<file path="src/rtl/hazard_scoreboard.sv">
// Per-register latency scoreboard for an in-order pipeline: detects RAW and
// mul/div structural hazards in D, raises stall/bubble, and counts stall cycles.
module hazard_scoreboard #(
   parameter int REG_AW  = 5,
   parameter int ALU_LAT = 1,
   parameter int LD_LAT  = 2,
   parameter int MD_LAT  = 32
) (
   input  logic              clk,
   input  logic              resetn,
   input  logic              ext_stall,
   input  logic              flush_in,
   input  logic              issue_valid,
   input  logic [REG_AW-1:0] rs,
   input  logic [REG_AW-1:0] rt,
   input  logic              rs_used,
   input  logic              rt_used,
   input  logic              branch_d,
   input  logic [REG_AW-1:0] dst,
   input  logic              dst_wen,
   input  logic [1:0]        dst_class,
   output logic              stall_d,
   output logic              flush_e,
   output logic              md_busy,
   output logic [31:0]       stall_cnt
);

   localparam int NREG    = 1 << REG_AW;
   localparam int MAX_AL  = (ALU_LAT > LD_LAT) ? ALU_LAT : LD_LAT;
   localparam int MAX_LAT = (MAX_AL > MD_LAT) ? MAX_AL : MD_LAT;
   localparam int CW      = $clog2(MAX_LAT + 1);

   localparam logic [1:0] CLS_LOAD   = 2'd1;
   localparam logic [1:0] CLS_MULDIV = 2'd2;

   logic [NREG-1:0][CW-1:0] cnt_q, cnt_d;
   logic [CW-1:0]           md_q, md_d;
   logic [31:0]             stall_cnt_q, stall_cnt_d;

   logic [CW-1:0] lat;
   logic          rs_haz, rt_haz, md_haz, haz, do_issue;

   // Branches resolve in D, so a result due at E next cycle is still too late.
   function automatic logic src_haz(input logic [CW-1:0] c, input logic used,
                                    input logic nz, input logic br);
      src_haz = used && nz && ((c > CW'(1)) || ((c != '0) && br));
   endfunction

   always_comb begin
      case (dst_class)
         CLS_LOAD:   lat = CW'(LD_LAT);
         CLS_MULDIV: lat = CW'(MD_LAT);
         default:    lat = CW'(ALU_LAT);
      endcase
   end

   assign md_busy  = (md_q > CW'(1));
   assign rs_haz   = src_haz(cnt_q[rs], rs_used, (rs != '0), branch_d);
   assign rt_haz   = src_haz(cnt_q[rt], rt_used, (rt != '0), branch_d);
   assign md_haz   = (dst_class == CLS_MULDIV) && md_busy;
   assign haz      = issue_valid && (rs_haz || rt_haz || md_haz);
   assign stall_d  = ext_stall || (haz && !flush_in);
   assign flush_e  = flush_in || (haz && !ext_stall);
   assign do_issue = issue_valid && !stall_d && !flush_in && !ext_stall;

   always_comb begin
      logic [CW-1:0] dec;
      cnt_d = cnt_q;
      for (int r = 1; r < NREG; r++) begin
         dec = (cnt_q[r] != '0) ? cnt_q[r] - CW'(1) : '0;
         cnt_d[r] = dec;
         // WAW: keep whichever result lands later.
         if (do_issue && dst_wen && (dst == REG_AW'(r)))
            cnt_d[r] = (dec > lat) ? dec : lat;
         if (ext_stall)
            cnt_d[r] = cnt_q[r];
      end
      cnt_d[0] = '0;
   end

   always_comb begin
      md_d = md_q;
      if (!ext_stall) begin
         if (do_issue && (dst_class == CLS_MULDIV))
            md_d = CW'(MD_LAT);
         else if (md_q != '0)
            md_d = md_q - CW'(1);
      end
   end

   always_comb begin
      stall_cnt_d = stall_cnt_q;
      if (haz && !flush_in && !ext_stall && !(&stall_cnt_q))
         stall_cnt_d = stall_cnt_q + 32'd1;
   end

   always_ff @(posedge clk) begin
      if (!resetn) begin
         cnt_q       <= '0;
         md_q        <= '0;
         stall_cnt_q <= '0;
      end else begin
         cnt_q       <= cnt_d;
         md_q        <= md_d;
         stall_cnt_q <= stall_cnt_d;
      end
   end

   assign stall_cnt = stall_cnt_q;

endmodule

</file>
<file path="config.mk">
export PLATFORM = sky130hd
export DESIGN_NAME = hazard_scoreboard
export DESIGN_NICKNAME = d
export VERILOG_FILES = /design/src/rtl/hazard_scoreboard.sv
export SDC_FILE = /design/constraint.sdc
export NUM_CORES = 1
export LEC_CHECK = 0
export CORE_MARGIN = 1.5
export CORE_UTILIZATION = 25
export CTS_BUF_LIST = sky130_fd_sc_hd__clkbuf_8
export CTS_CLUSTER_DIAMETER = 200
export DETAILED_ROUTE_END_ITERATION = 16
export MAX_ROUTING_LAYER = met4
export PLACE_DENSITY = 0.36
export SLEW_MARGIN = 25
export SYNTH_ARGS = -nofsm -noshare
export SYNTH_HDL_FRONTEND = slang
export SYNTH_SLANG_ARGS = --single-unit
</file>
<file path="constraint.sdc">
create_clock -name clk -period 5.8 [get_ports clk]
set_clock_uncertainty 0.15 [all_clocks]
set_input_delay 1.45 -clock clk [delete_from_list [all_inputs] [get_ports clk]]
set_output_delay 1.45 -clock clk [all_outputs]
set_load 0.01 [all_outputs]
</file>
==> summary.txt <==
Run status
  – Status: finished clean

Yosys
  – Yosys reg bits: 224
  – Seq/Total Area, Yosys: 0.227
  – Share of the synthesized area in the top cell type: 0.227
  – Avg Inst Size Synth: 7.90 sq um
  – Top_reg_cell synth: dfxtp_1
  – Post-synthesis async set-or-reset flop share: 0
  – Post-synth EDFFs: 0
  – Top cells by area, synth: dfxtp_1 23%, ha_1 10%, nand2_1 4.9%
  – Synth cell types: 83
  – Post-Syn Area: 19700 sq um
  – Mapped Nets: 2683
  – Synth Warn #: 0
  – Synth area leader: dfxtp_1
  – Post-Synthesis Cells: 2497

CTS
  – Clock root cell: clkbuf_8
  – TritonCTS clock tree: yes
  – Num CTS Buffers: 51
  – Clock transition at path regs: ~0.06 ns
  – Clock buffer depth: 3
  – Clk sinks: 224
  – Later-pin clock latency in the skew report: 0.66 ns
  – H-tree levels: 2

STA
  – Unrepaired setup endpoints after global routing: no
  – Slew headroom: 0.340
  – Fmax: 176 MHz
  – Final worst slack: roughly 0.10 ns
  – Slew Viols, Final: 0
  – Fin Hold WS: ~0.34 ns
  – Actual slew at the worst max-slew pin: just under 1 ns
  – Crit path time final: 5.70 ns
  – Tcrit/Tclk final: 0.982
  – Hold Violations, Final: 0
  – # setup viols final: 0

Power and ir drop
  – Power per cell area: 370 nW/um^2
  – Lkg Pwr: 9.11 nW
  – Clock Power Share: 0.227
  – Max VDD drop: around 0.15 mV
  – Sw power: 3.85 mW
  – Comb pwr share: 0.504
  – Flop pwr share: 0.269
  – Int Pwr: 4.80 mW
  – Sw frac: 0.445

Placed design
  – Pre-CTS setup slack: -0.705 ns
  – HPWL after detailed placement: between 50000 and 60000 um
  – Area post-placement: about 22000 sq um
  – Quantity of I/O buffers inserted on ports: 60
  – GPL Wtd Cong: 0.895

GRT
  – Gr usage total: 0.192
  – First-pass GRT wire length: 118000 um
  – Number of global-route vias before repair: 18900
  – GR Overflow Total: 0
  – Largest net degree at the start of global routing: 82
  – Initial antenna violation count: 4

Final layout
  – NumNets Final: 2773
  – Design area: between 20000 and 25000 sq um
  – Share of layout cells above drive strength 1: 0.134
  – Most frequent cells in the layout: 257 x nand2_1, 224 x dfxtp_1, 165 x a21oi_1
  – Core Util, Final: 0.301
  – Area Overhead vs Synth: 18.5%
  – Most common cell after layout, fill and taps aside: nand2_1

Routing
  – Iteration count of the initial detailed-routing pass: 7
  – Final ANT Viol Nets: 0
  – DR WL/cell: about 21 um
  – Iter 0 DRT Violations: 1307
  – Final WL: 77300 um
  – DR DRC count: 0
  – Via density: 5.38
  – Routed via count: 19800

Setup path
  – Critical path fanouts, max: 5
  – WP data required: 4.20 ns
  – CP arrival: 4.10 ns
  – CP endpoint kind: primary output
  – CP Launch Type: input port
  – Critical path class: in2out

Die
  – Rows: ~100
  – Die Area: 80500 sq um
  – Die height: roughly 280 um
  – Core area: 77700 sq um
  – Die Width: 284 um
  – Boundary pin count: 61
  – Initial core utilization: 0.254

Job
  – MaxCap Viol Count: 0

Worst hold path
  – Min-Delay Path Class: reg2reg
==> critical path, cell delays in order <==
cell           delay (ns)
buf_4                0.16
buf_12               0.15
mux4_2               0.50
a211oi_1             0.25
nor3b_1              0.10
or4_4                0.56
a2111oi_4            0.37
buf_6                0.18
o21bai_1             0.07
dlygate4sd2_1        0.28
==> registers in the layout (all words and copies together) (netlist names) <==
signal,cells
cnt_q,186
md_q,6
stall_cnt,32
==> cell type report <==
class / instances / area (sq um)
Tap cell: 1040 / 1300
Inverter: 107 / 409
Clock inverter: 25 / 138
Multi-Input combinational cell: 2014 / 14300
Sequential cell: 224 / 4480
Clock buffer: 69 / 950
Fill cell: 8278 / 54400
Antenna cell: 4 / 10.0
Timing Repair Buffer: 189 / 1770
==> Yosys cell counts (20+ instances only) <==
library cell and count:
clkbuf_1 114, nor3_1 102, a21oi_1 165, mux4_2 33, nand4_1 22, nor2_1 160, o21ai_0 101, nor4_1 71
o21ai_1 34, mux2i_1 79, a31oi_1 55, nand3_1 115, inv_1 103, dfxtp_1 224, or3_1 56, nand2b_1 36
nor3b_1 30, o211ai_1 52, o31ai_1 26, and2_1 24, nor2b_1 57, ha_1 160, nand2_1 257, buf_2 20
==> timing repair <==
action                                  in CTS  in global routing
cloned                                       1                  1
endpoints found under the setup margin       2                  2
setup buffers                                3                  3
pin swaps                                    2                  2
gates resized for setup                     15                 14
hold buffers                                 0                  0
==> power groups by stage <==
stage          registers [mW]  clock network [mW]  logic, mW
2_1_floorplan            2.10                   0       3.13
3_3_place_gp             2.34                   0       4.28
3_5_place_dp             2.34                   0       4.31
4_1_cts                  2.31                2.05       4.37
5_1_grt                  2.38                2.11       4.88
6_report                 2.32                1.96       4.36
==> logic make-up (layout without fill, tap and decap cells) <==
logic type | after synthesis | after routing | share of synthesized area
XOR/XNOR | 30 | 30 | 0.0133
other | 0 | 4 | 0
AO/OA/AOI/OAI | 644 | 644 | 0.234
multiplexers | 147 | 147 | 0.0978
adder cells (fa/ha/maj) | 160 | 160 | 0.102
flip-flops | 224 | 224 | 0.227
buffers and inverters | 259 | 390 | 0.0534
AND/OR/NAND/NOR | 1033 | 1033 | 0.273
==> routing by layer <==
metal  global-route usage  part of all wire  up-vias
li1                     -                 -     9609
met1                0.258              0.49     9702
met2                0.306              0.46      366
met3               0.0232             0.037       88
met4               0.0417             0.018        0
met5                    -                 0        -
==> path summary, 6_finish.rpt <==
path,start,end,slack [ns],cells after the start
worst max-delay path,rs[0],flush_e,0.10,10
worst min-delay path,stall_cnt[6],stall_cnt[6],0.34,2
worst min register to register,stall_cnt[6],stall_cnt[6],0.34,2
worst max register to register,cnt_q[85],cnt_q[84],1.72,13
==> through the flow <==
step	TNS, ns	std cells	power (mW)
after floorplan	0	2497	5.23
after global placement	-1.37	3566	6.63
after detailed placement	-1.40	3566	6.66
after CTS	0	3664	8.73
after global routing	0	3671	9.37
final	0	3672	8.64
(Power assumes the default switching activity.)
